==> src/rtl/change_dispenser.sv <==
// change_dispenser
// Greedy coin-return engine. On a return request it pays out the amount
// one coin per cycle, largest coin first, limited by per-coin stock. At the
// end it pulses o_done and reports shortfall and the unpaid residual.
//
// Ports:
//   clk, reset          clock, synchronous active-high reset
//   i_return_req        start a payout (taken only in IDLE)
//   i_return_amount     amount to pay, sampled with i_return_req
//   i_input_coin        per-type coin inserted this cycle (adds stock)
//   o_return_coin       registered one-hot coin issued this cycle
//   o_busy              high in DISPENSE and DONE
//   o_done              one-cycle pulse at payout end
//   o_short, o_residual shortfall flag and unpaid amount, valid with o_done
//   o_stock             packed stock counters, coin i at [i*STOCK_BITS +: STOCK_BITS]
module change_dispenser #(
   parameter int unsigned NUM_COINS  = 3,
   parameter int unsigned TOTAL_BITS = 31,
   parameter int unsigned STOCK_BITS = 8,
   parameter int unsigned COIN_VAL0  = 100,
   parameter int unsigned COIN_VAL1  = 500,
   parameter int unsigned COIN_VAL2  = 1000,
   parameter int unsigned INIT_STOCK = 2
) (
   input  logic                            clk,
   input  logic                            reset,
   input  logic                            i_return_req,
   input  logic [TOTAL_BITS-1:0]           i_return_amount,
   input  logic [NUM_COINS-1:0]            i_input_coin,
   output logic [NUM_COINS-1:0]            o_return_coin,
   output logic                            o_busy,
   output logic                            o_done,
   output logic                            o_short,
   output logic [TOTAL_BITS-1:0]           o_residual,
   output logic [NUM_COINS*STOCK_BITS-1:0] o_stock
);

   typedef enum logic [1:0] {IDLE, DISPENSE, DONE} state_t;

   state_t                  state_q;
   logic [TOTAL_BITS-1:0]   remaining_q;
   logic [NUM_COINS-1:0]    ret_q;
   logic                    done_q;
   logic                    short_q;
   logic [TOTAL_BITS-1:0]   residual_q;
   logic [STOCK_BITS-1:0]   stock_q [NUM_COINS];
   logic [STOCK_BITS-1:0]   stock_d [NUM_COINS];

   logic [NUM_COINS-1:0]    sel_oh;
   logic [TOTAL_BITS-1:0]   sel_val;
   logic                    found;
   logic                    disp_fire;

   // Coin values zero-extended to money width. Indices without a value
   // parameter read as all-ones so they never qualify.
   function automatic logic [TOTAL_BITS-1:0] coin_val(input int idx);
      case (idx)
         0:       coin_val = TOTAL_BITS'(COIN_VAL0);
         1:       coin_val = TOTAL_BITS'(COIN_VAL1);
         2:       coin_val = TOTAL_BITS'(COIN_VAL2);
         default: coin_val = '1;
      endcase
   endfunction

   // Greedy pick: scan from the largest coin down, first fit with stock wins.
   always_comb begin
      sel_oh  = '0;
      sel_val = '0;
      found   = 1'b0;
      for (int i = NUM_COINS - 1; i >= 0; i--) begin
         if (!found && coin_val(i) <= remaining_q && stock_q[i] != '0) begin
            sel_oh[i] = 1'b1;
            sel_val   = coin_val(i);
            found     = 1'b1;
         end
      end
   end

   // A nonzero remaining with a qualifying coin is the only way to issue one.
   assign disp_fire = (state_q == DISPENSE) && (remaining_q != '0) && found;

   always_ff @(posedge clk) begin
      if (reset) begin
         state_q     <= IDLE;
         remaining_q <= '0;
         ret_q       <= '0;
         done_q      <= 1'b0;
         short_q     <= 1'b0;
         residual_q  <= '0;
      end else begin
         ret_q  <= '0;
         done_q <= 1'b0;
         case (state_q)
            IDLE: begin
               if (i_return_req) begin
                  remaining_q <= i_return_amount;
                  state_q     <= DISPENSE;
               end
            end
            DISPENSE: begin
               if (disp_fire) begin
                  ret_q       <= sel_oh;
                  remaining_q <= remaining_q - sel_val;
               end else begin
                  state_q    <= DONE;
                  done_q     <= 1'b1;
                  short_q    <= (remaining_q != '0);
                  residual_q <= remaining_q;
               end
            end
            DONE:    state_q <= IDLE;
            default: state_q <= IDLE;
         endcase
      end
   end

   // Per-coin stock counters: insert saturates, insert+dispense cancels.
   for (genvar g = 0; g < NUM_COINS; g++) begin : g_stock
      logic ins, dec;
      assign ins = i_input_coin[g];
      assign dec = disp_fire & sel_oh[g];

      always_comb begin
         stock_d[g] = stock_q[g];
         if (ins && !dec && stock_q[g] != '1)
            stock_d[g] = stock_q[g] + 1'b1;
         else if (dec && !ins)
            stock_d[g] = stock_q[g] - 1'b1;
      end

      always_ff @(posedge clk) begin
         if (reset) stock_q[g] <= STOCK_BITS'(INIT_STOCK);
         else       stock_q[g] <= stock_d[g];
      end

      assign o_stock[g*STOCK_BITS +: STOCK_BITS] = stock_q[g];
   end

   assign o_return_coin = ret_q;
   assign o_busy        = (state_q != IDLE);
   assign o_done        = done_q;
   assign o_short       = short_q;
   assign o_residual    = residual_q;

endmodule

==> config.mk <==
export PLATFORM = sky130hd
export DESIGN_NAME = change_dispenser
export DESIGN_NICKNAME = d
export VERILOG_FILES = /design/src/rtl/change_dispenser.sv
export SDC_FILE = /design/constraint.sdc
export NUM_CORES = 1
export LEC_CHECK = 0
export BUFFER_PORTS_ARGS = -buffer_cell sky130_fd_sc_hd__buf_2
export CAP_MARGIN = 10
export CORE_MARGIN = 4
export CORE_UTILIZATION = 61
export DETAILED_ROUTE_END_ITERATION = 16
export HOLD_SLACK_MARGIN = 0.12
export PLACE_DENSITY = 0.86
export SLEW_MARGIN = 20
export SYNTH_ARGS = -nofsm -noshare
export SYNTH_HDL_FRONTEND = slang
export SYNTH_SLANG_ARGS = --single-unit
==> constraint.sdc <==
create_clock -name clk -period 9.9 [get_ports clk]
set_input_delay 1.98 -clock clk [delete_from_list [all_inputs] [get_ports clk]]
set_output_delay 1.98 -clock clk [all_outputs]
set_load 0.05 [all_outputs]
==> out/results.ini <==
[pwr]
leakage_nw=2.63
combPwrFrac_pct=44.1
clkPwrFrac_pct=20.1
switching_share_pct=42.8
vdd_ir_drop_max_uv=207
power_frac_seq_pct=35.8
power_per_cell_area_mw_per_mm2=230
p_int_uw=792
power_switching_uw=593

[cells_and_area]
nNetsFinal=771
final_area_mm2=0.00602
fillers=676
syn_to_final_growth_pct=13.6
diodes=0
final_layout_size_suffix_gt1_share_pct=18.3

[sta]
setup_viol=0
slew_violations=0
setup-tns-final_ns=0
min_period_over_period_pct=44.7
worst_pin_slew_ns=1.03
fmax_ghz=0.226
fin_worst_skew_ns=0.0130
rsz0062_at_grt=no
hold_viol_final=0
fin_crit_ns=4.42
relSlewSlack_pct=31.3

[critical_path]
worstPathCellList=buf_2, o21ai_0, nand2b_1, ha_1, a21o_1, a21oi_1, o211ai_1, a21o_1, a211o_1, o22ai_1, mux2_2
slowest_stage=nand2b_1
cp-start-kind=input port
cp_max_fo=8
cp_num_buf_inv=1
cp_top_family=compound AO/OA/AOI/OAI gates
critPathArrivalTime_ns=4.67
path_common_cell=a21o_1
required_ns=10.15
critical_path_class=in -> reg
cpPeakStageDelay_ns=0.37
crit_path_end_kind=flip-flop

[clock_tree]
holdBufCountCts=0
post_cts_buffers=0
cts_tree=done
cts_made_buffers=9
insertion_delay_ns=0.36
cts_resized=0
cts_max_path_buffers=2
clk_pin_slew_ns=0.09
cts.sinks=93
cts.htree.levels=3
cts-root-buf=clkbuf_8

[logic_synthesis]
syn-cell-area_mm2=0.00530
synth_edf_count=0
synth_ff_type=dfxtp_1
ys_seq_area_share_pct=35.1
syn_area_per_cell_um2=8.44
async_flop_share_pct=0
syn_nets=695
ys_ff_latch=93
ys.warnings.count=0
yosys.area.top_type_share_pct=35.1
synth_area_leaders=dfxtp_1 35%, mux2i_1 8.9%, nor2_1 6.5%
yosysUniqueCellTypes=56
synthCells=628
synth_top_cell_by_area=dfxtp_1

[run]
cap_violations=0

[detailed_routing]
viasPerCell=6.04
routedWlPerCell_um=16.5
drtIter0Drc=279
drc=0
vias=4920
first_pass_iters=5
final_antenna_net_count=0
routed_wl_um=13400

[floorplan]
dieArea_mm2=0.0102
start_util_pct=63.5
num_rows=33
coreArea_mm2=0.00834
die_y_um=101
die_w_um=101
num_io_pins=98

[grt]
grt-busiest-layer=met2
antenna_found_initial=0
grt_max_degree=99
track_usage_pct=26.3
grt_pass1_wl_um=22200
grt_pass1_vias=4654
grt_use_met1_pct=33.0
overflow=0
use_met3_pct=4.68
use_met2_pct=45.9

[placed_design]
place_hpwl_um=9400
place_congestion=0.891
port-buffer-count=97
post_dp_cell_area_mm2=0.00580

[run_status]
status=complete, no violations

[hold_path]
holdCritPathClass=reg -> reg

metrics by stage:
stage / utilization [%] / total power, mW / std cells / setup slack, ns / hold slack, ns
6_report: 72.2 / 1.39 / 814 / 5.48 / 0.495
3_5_place_dp: 69.5 / 1.11 / 798 / 5.19 / 0.479
2_1_floorplan: - / 0.974 / 628 / 5.62 / 0.449
5_1_grt: 72.2 / 1.47 / 814 / 5.28 / 0.519
4_1_cts: 72.1 / 1.38 / 814 / 5.54 / 0.504
3_3_place_gp: 69.4 / 1.08 / 798 / 5.39 / 0.466
cell usage after synthesis, drive strengths merged, types with 4 or more instances:
master,instances
nor4,12
nand3,7
a31oi,10
a22oi,5
fa,4
dfxtp,93
xnor2,15
a21oi,39
nand4,9
buf,11
xor2,7
a21o,9
nand2,29
clkbuf,24
nor2,92
o21a,4
a32oi,4
mux2i,48
o31a,7
a211oi,4
o21ai,45
ha,26
inv,20
o32ai,5
a311oi,4
a211o,5
nand2b,5
and2,7
nor3,26
nor2b,23
cells in the final DEF, fill, tap and decap left out, types with 10 or more instances in the layout:
master    n
nor4_1   10
nand2_1  29
nor3_1   24
a21oi_1  38
nor2_1   92
ha_1     26
inv_1    20
o21ai_0  45
dfxtp_1  93
a31oi_1  10
buf_2    97
xnor2_1  15
mux2i_1  47
nor2b_1  23
tightest hold or removal path, stage by stage (launching register included):
cell     delay (ns)
dfxtp_1        0.33
mux2i_1        0.06
nor2_1         0.07
cell type report:
type                    count  area, µm²  share of cell area [%]
repair buffers            100        508                    8.44
multi-input cells         480       3230                    53.7
flip-flops and latches     93       1860                    30.9
clock buffers              10        128                    2.12
clock inverters             6       86.3                    1.43
well taps                 105        131                    2.18
inverters                  20       75.1                    1.25
path summary, 6_finish.rpt:
path	from	to	slack [ns]	depth (start not counted)
worst min register to register	o_residual[4]$_SDFFE_PP0P_	o_residual[4]$_SDFFE_PP0P_	0.50	2
worst max register to register	remaining_q[23]$_SDFFE_PP0P_	stock_q[1][7]$_SDFFE_PP0P_	5.53	14
worst max-delay path	i_input_coin[0]	stock_q[0][7]$_SDFFE_PP0P_	5.48	11
worst min-delay path	o_residual[4]$_SDFFE_PP0P_	o_residual[4]$_SDFFE_PP0P_	0.50	2
layer usage:
metal / share of wire [%] / routed length (µm) / vias to the layer above
met2: 51 / 6790 / 169
met5: 0 / 0 / -
li1: - / - / 2400
met3: 6.1 / 812 / 29
met4: 1.9 / 259 / 0
met1: 41 / 5550 / 2322
registers in the layout, summed over array words and instances (netlist names):
register and cells:
remaining_q 31, o_residual 31, o_return_coin 3, o_done 1, stock_q 24, o_short 1
state_q 2
power by group through the flow:
stage	sequential [mW]	clock, mW	combinational (mW)
after global routing	0.508	0.296	0.667
final	0.497	0.278	0.611
after detailed placement	0.503	0	0.604
after global placement	0.499	0	0.581
after CTS	0.495	0.282	0.607
after floorplan	0.602	0	0.371
logic make-up (layout without fill, tap and decap cells):
| logic type | Yosys count | after routing | synth area share [%] |
|---|---|---|---|
| AOI/OAI and AO/OA | 155 | 155 | 18.6 |
| xor gates and xnor gates | 22 | 22 | 3.64 |
| adders and majority gates | 30 | 30 | 7.65 |
| buffers and inverters | 55 | 136 | 4.27 |
| DFF | 93 | 93 | 35.1 |
| muxes | 51 | 51 | 9.94 |
| and+or+nand+nor | 222 | 222 | 20.8 |
No activity file was read; power rests on OpenSTA's default activity.
